File: config.mk
export PLATFORM = sky130hd
export DESIGN_NAME = if_stage_flat
export DESIGN_NICKNAME = d
export VERILOG_FILES = /design/src/rtl/if_stage_pkg.sv /design/src/rtl/if_stage_if.sv /design/src/rtl/if_stage_if_id_reg.sv /design/src/rtl/if_stage.sv /design/src/flat_wrapper.sv
export SDC_FILE = /design/constraint.sdc
export NUM_CORES = 1
export LEC_CHECK = 0
export ABC_AREA = 1
export ABC_CLOCK_PERIOD_IN_PS = 6500
export CAP_MARGIN = 30
export CORE_ASPECT_RATIO = 0.8
export CORE_MARGIN = 2
export CORE_UTILIZATION = 53
export CTS_BUF_LIST = sky130_fd_sc_hd__clkbuf_8
export DETAILED_ROUTE_END_ITERATION = 12
export PLACE_DENSITY = 0.92
export SYNTH_ARGS = -nofsm -noshare
export SYNTH_HDL_FRONTEND = slang
export SYNTH_SLANG_ARGS = --single-unit
export TNS_END_PERCENT = 50
File: constraint.sdc
create_clock -name clk -period 6.5 [get_ports clk]
set_clock_uncertainty 0.2 [all_clocks]
set_input_delay 0.65 -clock clk [delete_from_list [all_inputs] [get_ports clk]]
set_output_delay 0.65 -clock clk [all_outputs]
set_load 0.02 [all_outputs]
File: src/rtl/if_stage_pkg.sv
// Shared constants and fetch-state encoding for the IF stage.
// HALT exists only when IF_MISALIGN_TRAP_EN is defined.
package if_stage_pkg;
  localparam int          InstAddrBus = 32;
  localparam int          InstBus     = 32;
  localparam logic [31:0] ZeroWord    = 32'h0000_0000;
  localparam logic [31:0] NOP_INST    = 32'h0000_0013;
  localparam logic        ChipEnable  = 1'b1;
  localparam logic        ChipDisable = 1'b0;

`ifdef IF_MISALIGN_TRAP_EN
  typedef enum logic [1:0] {BOOT = 2'd0, RUN = 2'd1, HALT = 2'd2} fetch_state_t;
`else
  typedef enum logic [0:0] {BOOT = 1'b0, RUN = 1'b1} fetch_state_t;
`endif

  function automatic logic [InstAddrBus-1:0] align_word(input logic [InstAddrBus-1:0] a);
    return {a[InstAddrBus-1:2], 2'b00};
  endfunction
endpackage

File: src/rtl/if_stage_if.sv
// Control, ROM and IF/ID bundle of the fetch stage; master = if_stage side.
// id_misalign_o exists only when IF_MISALIGN_TRAP_EN is defined.
interface if_stage_if;
  import if_stage_pkg::*;

  logic                   stall_if_i;
  logic                   stall_id_i;
  logic                   branch_flag_i;
  logic [InstAddrBus-1:0] branch_target_i;
  logic                   flush_i;
  logic [InstAddrBus-1:0] new_pc_i;
  logic [InstBus-1:0]     rom_inst_i;
  logic                   rom_ce_o;
  logic [InstAddrBus-1:0] rom_addr_o;
  logic [InstAddrBus-1:0] id_pc_o;
  logic [InstBus-1:0]     id_inst_o;
  logic                   id_valid_o;
`ifdef IF_MISALIGN_TRAP_EN
  logic                   id_misalign_o;
`endif

  modport master (
    input  stall_if_i, stall_id_i, branch_flag_i, branch_target_i,
    input  flush_i, new_pc_i, rom_inst_i,
    output rom_ce_o, rom_addr_o, id_pc_o, id_inst_o, id_valid_o
`ifdef IF_MISALIGN_TRAP_EN
    , output id_misalign_o
`endif
  );

  modport slave (
    output stall_if_i, stall_id_i, branch_flag_i, branch_target_i,
    output flush_i, new_pc_i, rom_inst_i,
    input  rom_ce_o, rom_addr_o, id_pc_o, id_inst_o, id_valid_o
`ifdef IF_MISALIGN_TRAP_EN
    , input id_misalign_o
`endif
  );
endinterface

File: src/rtl/if_stage_if_id_reg.sv
// IF/ID pipeline register: bubble beats hold beats load; idle cycles bubble.
// One-edge latency; hold freezes the register while decode is stalled.
module if_id_reg #(
  parameter logic [31:0] NOP_INST = 32'h0000_0013
) (
  input  logic        clk,
  input  logic        rst,
  input  logic        bubble,
  input  logic        hold,
  input  logic        load,
  input  logic [31:0] pc_d,
  input  logic [31:0] inst_d,
  output logic [31:0] id_pc,
  output logic [31:0] id_inst,
  output logic        id_valid
);
  import if_stage_pkg::*;

  always_ff @(posedge clk or posedge rst) begin
    if (rst) begin
      id_pc    <= ZeroWord;
      id_inst  <= NOP_INST;
      id_valid <= 1'b0;
    end else if (bubble) begin
      id_pc    <= ZeroWord;
      id_inst  <= NOP_INST;
      id_valid <= 1'b0;
    end else if (hold) begin
      id_pc    <= id_pc;
      id_inst  <= id_inst;
      id_valid <= id_valid;
    end else if (load) begin
      id_pc    <= pc_d;
      id_inst  <= inst_d;
      id_valid <= 1'b1;
    end else begin
      id_pc    <= ZeroWord;
      id_inst  <= NOP_INST;
      id_valid <= 1'b0;
    end
  end
endmodule

File: src/rtl/if_stage.sv
// RV32I fetch stage: PC, pending redirect under stall, BOOT/RUN FSM, IF/ID register.
// Option IF_MISALIGN_TRAP_EN: misaligned redirect reports to decode and halts until flush.
module if_stage #(
  parameter logic [31:0] RESET_PC = 32'h0000_0000,
  parameter logic [31:0] NOP_INST = 32'h0000_0013
) (
  input logic      clk,
  input logic      rst,
  if_stage_if.master bus
);
  import if_stage_pkg::*;

  fetch_state_t           state;
  logic                   ce;
  logic [InstAddrBus-1:0] pc;
  logic                   pend_valid;
  logic [InstAddrBus-1:0] pend_pc;

  logic                   run;
  logic                   br_now;
  logic                   pend_take;
  logic                   redirect;
  logic                   misalign;
  logic [InstAddrBus-1:0] redir_raw;
  logic [InstAddrBus-1:0] redir_tgt;

  assign run       = (state == RUN);
  assign br_now    = bus.branch_flag_i && !bus.stall_if_i;
  // A fresh unstalled branch supersedes whatever was pending.
  assign pend_take = pend_valid && !bus.stall_if_i && !bus.branch_flag_i;
  assign redirect  = run && !bus.flush_i && (br_now || pend_take);
  assign redir_raw = bus.branch_flag_i ? bus.branch_target_i : pend_pc;

`ifdef IF_MISALIGN_TRAP_EN
  logic misalign_q;
  assign misalign  = redirect && (redir_raw[1:0] != 2'b00);
  assign redir_tgt = redir_raw;
  assign bus.id_misalign_o = misalign_q;
`else
  assign misalign  = 1'b0;
  assign redir_tgt = align_word(redir_raw);
`endif

  always_ff @(posedge clk or posedge rst) begin
    if (rst) begin
      state      <= BOOT;
      ce         <= ChipDisable;
      pc         <= RESET_PC;
      pend_valid <= 1'b0;
      pend_pc    <= ZeroWord;
    end else begin
      case (state)
        BOOT: begin
          state <= RUN;
          ce    <= ChipEnable;
        end
        RUN: begin
          if (bus.flush_i) begin
            pc         <= bus.new_pc_i;
            pend_valid <= 1'b0;
          end else if (br_now || pend_take) begin
            pend_valid <= 1'b0;
            if (misalign) begin
`ifdef IF_MISALIGN_TRAP_EN
              state <= HALT;
`endif
              ce    <= ChipDisable;
            end else begin
              pc <= redir_tgt;
            end
          end else if (bus.branch_flag_i) begin
            pend_valid <= 1'b1;
            pend_pc    <= bus.branch_target_i;
          end else if (!bus.stall_if_i) begin
            pc <= pc + 32'd4;
          end
        end
`ifdef IF_MISALIGN_TRAP_EN
        HALT: begin
          if (bus.flush_i) begin
            state      <= RUN;
            ce         <= ChipEnable;
            pc         <= bus.new_pc_i;
            pend_valid <= 1'b0;
          end
        end
`endif
        default: begin
          state <= BOOT;
          ce    <= ChipDisable;
        end
      endcase
    end
  end

`ifdef IF_MISALIGN_TRAP_EN
  always_ff @(posedge clk or posedge rst) begin
    if (rst) misalign_q <= 1'b0;
    else     misalign_q <= misalign;
  end
`endif

  logic                   ifid_bubble;
  logic                   ifid_hold;
  logic                   ifid_load;
  logic [InstAddrBus-1:0] ifid_pc;
  logic [InstBus-1:0]     ifid_inst;

  always_comb begin
    ifid_bubble = bus.flush_i || (bus.branch_flag_i && !bus.stall_id_i);
    ifid_hold   = bus.stall_id_i;
    // The word fetched while a pending redirect is consumed is wrong-path.
    ifid_load   = ce && !bus.stall_if_i && !pend_take;
    ifid_pc     = pc;
    ifid_inst   = bus.rom_inst_i;
    if (misalign) begin
      ifid_bubble = 1'b0;
      ifid_hold   = 1'b0;
      ifid_load   = 1'b1;
      ifid_pc     = redir_raw;
      ifid_inst   = NOP_INST;
    end
  end

  if_id_reg #(.NOP_INST(NOP_INST)) u_if_id_reg (
    .clk      (clk),
    .rst      (rst),
    .bubble   (ifid_bubble),
    .hold     (ifid_hold),
    .load     (ifid_load),
    .pc_d     (ifid_pc),
    .inst_d   (ifid_inst),
    .id_pc    (bus.id_pc_o),
    .id_inst  (bus.id_inst_o),
    .id_valid (bus.id_valid_o)
  );

  assign bus.rom_addr_o = pc;
  assign bus.rom_ce_o   = ce;
endmodule

File: src/flat_wrapper.sv
// flat-port wrapper written by rule: the top's interface ports become plain ports
module if_stage_flat import if_stage_pkg::*;
#(
  parameter logic [31:0] RESET_PC = 32'h0000_0000,
  parameter logic [31:0] NOP_INST = 32'h0000_0013
)
  (clk, rst, bus_stall_if_i, bus_stall_id_i, bus_branch_flag_i, bus_branch_target_i, bus_flush_i, bus_new_pc_i, bus_rom_inst_i, bus_rom_ce_o, bus_rom_addr_o, bus_id_pc_o, bus_id_inst_o, bus_id_valid_o);
  if_stage_if bus_i ();
  input logic clk;
  input logic rst;
  input wire logic [$bits(bus_i.stall_if_i)-1:0] bus_stall_if_i;
  input wire logic [$bits(bus_i.stall_id_i)-1:0] bus_stall_id_i;
  input wire logic [$bits(bus_i.branch_flag_i)-1:0] bus_branch_flag_i;
  input wire logic [$bits(bus_i.branch_target_i)-1:0] bus_branch_target_i;
  input wire logic [$bits(bus_i.flush_i)-1:0] bus_flush_i;
  input wire logic [$bits(bus_i.new_pc_i)-1:0] bus_new_pc_i;
  input wire logic [$bits(bus_i.rom_inst_i)-1:0] bus_rom_inst_i;
  output wire logic [$bits(bus_i.rom_ce_o)-1:0] bus_rom_ce_o;
  output wire logic [$bits(bus_i.rom_addr_o)-1:0] bus_rom_addr_o;
  output wire logic [$bits(bus_i.id_pc_o)-1:0] bus_id_pc_o;
  output wire logic [$bits(bus_i.id_inst_o)-1:0] bus_id_inst_o;
  output wire logic [$bits(bus_i.id_valid_o)-1:0] bus_id_valid_o;
  assign bus_i.stall_if_i = bus_stall_if_i;
  assign bus_i.stall_id_i = bus_stall_id_i;
  assign bus_i.branch_flag_i = bus_branch_flag_i;
  assign bus_i.branch_target_i = bus_branch_target_i;
  assign bus_i.flush_i = bus_flush_i;
  assign bus_i.new_pc_i = bus_new_pc_i;
  assign bus_i.rom_inst_i = bus_rom_inst_i;
  assign bus_rom_ce_o = bus_i.rom_ce_o;
  assign bus_rom_addr_o = bus_i.rom_addr_o;
  assign bus_id_pc_o = bus_i.id_pc_o;
  assign bus_id_inst_o = bus_i.id_inst_o;
  assign bus_id_valid_o = bus_i.id_valid_o;
  if_stage #(.RESET_PC(RESET_PC), .NOP_INST(NOP_INST)) u_core (.clk(clk), .rst(rst), .bus(bus_i));
endmodule
==> results by group <==
Yosys
  – Number of cells produced by synthesis: 858
  – Portion of synthesized cell area occupied by the leading cell type: 0.486
  – Share of the yosys chip area belonging to registers: 0.498
  – Distinct cell type count after synthesis: 32
  – Yosys warns: 0
  – Register bit total from synthesis: 130
  – Post-synth top area cell: sky130_fd_sc_hd__dfrtp_1
  – Net count after synthesis: 961
  – Avg Synthesized Cell Area: 7.63 um2
  – Cells taking the most area after synthesis: sky130_fd_sc_hd__dfrtp_1 (49%), sky130_fd_sc_hd__nand2_1 (15%), sky130_fd_sc_hd__o21ai_0 (5.9%)
  – Netlist area before placement: 6550 um2

GRT
  – GRT Resource Usage Total: 0.306
  – Antenna violations before repair: 0
  – Pin count of the biggest net entering global routing: 63
  – First-pass GRT wire length: 30900 um
  – Number of global-route vias before repair: 5985
  – Global route overflow: 0

Drt
  – DRC violation count after routing: 0
  – Length of the first detailed-routing pass in iterations: 6
  – Number of vias after detailed routing: 6617
  – Average via count per standard cell: 5.49
  – Sum of routed wire length over all layers: 19900 um
  – WL/cell: 16.5 um
  – Count of routing violations after the opening detailed-route iteration: 729
  – Final ANT Viol Nets: 0

Power and ir drop
  – Sw Pwr: 0.705 mW
  – Clk pwr share: 0.333
  – Ratio of total power to cell area: 245 nW/um2
  – Maximum resistive drop on vdd: 0.000137 V
  – Static leakage: 4.11 nW
  – Comb pwr share: 0.229
  – Register share of total power: 0.439
  – Switching part of the total: 0.319
  – Internal Pwr Total: 1.50 mW
  – Final total power: 2.21 mW

Die
  – Initial core utilization: 0.540
  – Die boundary width: 128 um
  – Top-level I/O count: 200
  – Die footprint: 13300 um2
  – Core Area: 12100 um2
  – Die H: 103 um
  – Number of cell rows: 36

Critical path
  – Source of the worst register-to-register timing path: u_core.pend_valid
  – Worst Path Class, Setup: in2reg
  – Largest driver fanout on the critical path: 46
  – Setup crit end kind: flop
  – Register-to-Register Setup Slack: 4000 ps
  – Capture instance of the worst register-to-register path: u_core.bus.rom_addr_o[4]
  – Worst Setup Start Kind: input pin
  – Required time of the worst setup path: 6670 ps
  – Cell type of the slowest stage on the worst timing path: sky130_fd_sc_hd__a21oi_2
  – Length in cells of the worst reg-to-reg path: 7
  – CP Buf/Inv Count: 4
  – Cell family with the largest share of critical-path delay: buffers and inverters
  – Cell repeated most along the worst path: sky130_fd_sc_hd__inv_2
  – Largest stage delay on the critical path: 670 ps
  – Critical path data arrival time: 3400 ps
  – Sequence of cells on the critical path: clkdlybuf4s50_1, buf_4, inv_2, a21oi_2, inv_2, nor2_1, nand2_1, o21ai_0

Timing
  – Number of hold violations in the final report: 0
  – Portion of the clock cycle consumed by the worst path in the final layout: 0.498
  – Number of failing setup endpoints in the final timing report: 0
  – Max Slew Vio Count: 0
  – Total negative slack for setup checks: 0 ps
  – Slew at the pin with the worst max-slew slack: 1020 ps
  – Unrepaired setup endpoints after global routing: false
  – Top achievable clock speed: 309 MHz
  – Worst rel slew slack: 0.322
  – Shortest clock period the worst path allows after layout: 3230 ps

Placed design
  – Number of buffers added on ports: 197
  – Detailed Place HPWL: 14400 um
  – Placed Instance Area: 8600 um2
  – Gpl congestion: 0.938

Layout
  – Layout cell share with drive strength beyond 1: 0.0541
  – Count of nets after finishing: 1143
  – Commonest cells after routing, fill and taps aside: sky130_fd_sc_hd__nand2_1 (268), sky130_fd_sc_hd__clkdlybuf4s50_1 (196), sky130_fd_sc_hd__dfrtp_1 (127)
  – Final design area excluding fillers: 9020 um2
  – Most frequent standard cell in the layout excluding fill and tap cells: sky130_fd_sc_hd__nand2_1
  – Antenna fix cells: 0
  – Number of filler cells placed in the layout: 878
  – Synth-to-layout area growth: 37.8%

CTS
  – Clock tree from TritonCTS: done
  – Clock sink total: 130
  – Number of CTS-inserted buffers: 17
  – Number of setup buffers added after CTS: 0
  – Hold-fix buffers, CTS: 0
  – Clock insertion delay at the later pin of the skew report: 460 ps
  – Cell at the root of the clock tree: sky130_fd_sc_hd__clkbuf_8
  – Clock-pin slew on the worst setup and hold paths: 80 ps
  – Clock Tree Buf Depth: 2
  – Number of gates resized after CTS: 0
  – H-tree lvl count: 4

Run
  – Count of max-cap constraint violations: 0

Run status
  – Outcome: finished clean

Worst hold path
  – Number of cells on the worst hold path: 2
  – Hold EP: u_core.u_if_id_reg.id_valid
  – Hold/Removal Path Class: reg2reg
  – HP Start: u_core.u_if_id_reg.id_valid
## per-layer routing
| metal | up-vias | share of wire | global-route usage |
|---|---|---|---|
| li1 | 3143 | - | - |
| met1 | 3060 | 0.39 | 0.396 |
| met2 | 372 | 0.47 | 0.499 |
| met3 | 42 | 0.11 | 0.0952 |
| met4 | 0 | 0.024 | 0.0981 |
| met5 | - | 0 | 0 |
## synthesized netlist by cell type
| master | instances |
|---|---|
| sky130_fd_sc_hd__nand2_1 | 268 |
| sky130_fd_sc_hd__dfrtp_1 | 127 |
| sky130_fd_sc_hd__nor2_1 | 96 |
| sky130_fd_sc_hd__o21ai_0 | 77 |
| sky130_fd_sc_hd__inv_1 | 72 |
| sky130_fd_sc_hd__nand3_1 | 42 |
| sky130_fd_sc_hd__a22o_1 | 32 |
| sky130_fd_sc_hd__a21oi_1 | 30 |
| sky130_fd_sc_hd__o21ai_1 | 29 |
| sky130_fd_sc_hd__buf_2 | 20 |
| sky130_fd_sc_hd__clkbuf_1 | 20 |
| sky130_fd_sc_hd__nand4_1 | 5 |
| sky130_fd_sc_hd__inv_2 | 4 |
| sky130_fd_sc_hd__nor2_2 | 4 |
| sky130_fd_sc_hd__o22ai_1 | 4 |
| sky130_fd_sc_hd__dfstp_2 | 3 |
| sky130_fd_sc_hd__o22a_1 | 3 |
| sky130_fd_sc_hd__or2_2 | 3 |
| sky130_fd_sc_hd__xor2_1 | 3 |
| sky130_fd_sc_hd__and2_1 | 2 |
| sky130_fd_sc_hd__nand3b_1 | 2 |
| sky130_fd_sc_hd__nor3_4 | 2 |
| sky130_fd_sc_hd__a211oi_1 | 1 |
| sky130_fd_sc_hd__a21o_1 | 1 |
| sky130_fd_sc_hd__a21oi_2 | 1 |
| sky130_fd_sc_hd__buf_1 | 1 |
| sky130_fd_sc_hd__buf_4 | 1 |
| sky130_fd_sc_hd__conb_1 | 1 |
| sky130_fd_sc_hd__ha_1 | 1 |
| sky130_fd_sc_hd__mux2i_1 | 1 |
| sky130_fd_sc_hd__o211ai_1 | 1 |
| sky130_fd_sc_hd__xnor2_1 | 1 |
## worst register-to-register path, stage by stage (launching register included)
cell and delay, ps:
sky130_fd_sc_hd__dfrtp_1 400, sky130_fd_sc_hd__nor2_1 120, sky130_fd_sc_hd__nor2_2 40, sky130_fd_sc_hd__buf_4 240, sky130_fd_sc_hd__inv_1 800, sky130_fd_sc_hd__o21ai_0 290, sky130_fd_sc_hd__nor2_1 180, sky130_fd_sc_hd__o22ai_1 100
## kinds of logic after synthesis
kind of cell / share of synthesized area
xor gates and xnor gates: 0.00535
muxes: 0.00153
and+or+nand+nor: 0.262
adders and majority gates: 0.00191
other: 0.000573
AOI/OAI and AO/OA: 0.159
buffers and inverters: 0.0721
DFF: 0.498
## sequential cells by signal, indices dropped and copies added, names as in the netlist
signal                       flops
u_core.u_if_id_reg.id_valid      1
u_core.bus.rom_ce_o              1
u_core.pend_pc                  30
u_core.pend_valid                1
u_core.run                       1
u_core.u_if_id_reg.id_inst      32
u_core.u_if_id_reg.id_pc        32
u_core.bus.rom_addr_o           32
## stage by stage
step	setup slack [ps]	cells	util	hold slack (ps)
final	3270	1205	0.744	288
after global placement	2920	1172	0.708	262
after global routing	3030	1205	0.744	312
after CTS	3330	1205	0.744	291
after detailed placement	2900	1173	0.709	272
after floorplan	2190	858	-	283
## how the worst max path moves through the flow
stage,start,endpoint,depth (start not counted)
floorplan,rst,u_core.bus.rom_addr_o[0],1
global route,bus_flush_i,u_core.bus.rom_addr_o[14],8
finish,bus_flush_i,u_core.bus.rom_addr_o[14],8
global placement,bus_flush_i,u_core.bus.rom_addr_o[3],7
detailed placement,bus_flush_i,u_core.bus.rom_addr_o[3],7
CTS,bus_flush_i,u_core.bus.rom_addr_o[14],8
## power groups by stage
stage | sequential (mW) | clock [mW] | combinational (mW)
CTS | 0.966 | 0.735 | 0.503
global placement | 0.978 | 0 | 0.487
floorplan | 1.01 | 0 | 0.225
global route | 0.978 | 0.774 | 0.557
finish | 0.969 | 0.735 | 0.505
detailed placement | 0.980 | 0 | 0.499
## cell type report
cell class	count	area, um2	share of cell area
clock buffer	19	262	0.0290
inverter	76	288	0.0319
clock inverter	13	161	0.0179
timing repair buffer	205	2040	0.226
multi-input combinational	610	2820	0.313
sequential	130	3260	0.361
tap	152	190	0.0211
No activity file was read; power rests on OpenSTA's default activity.
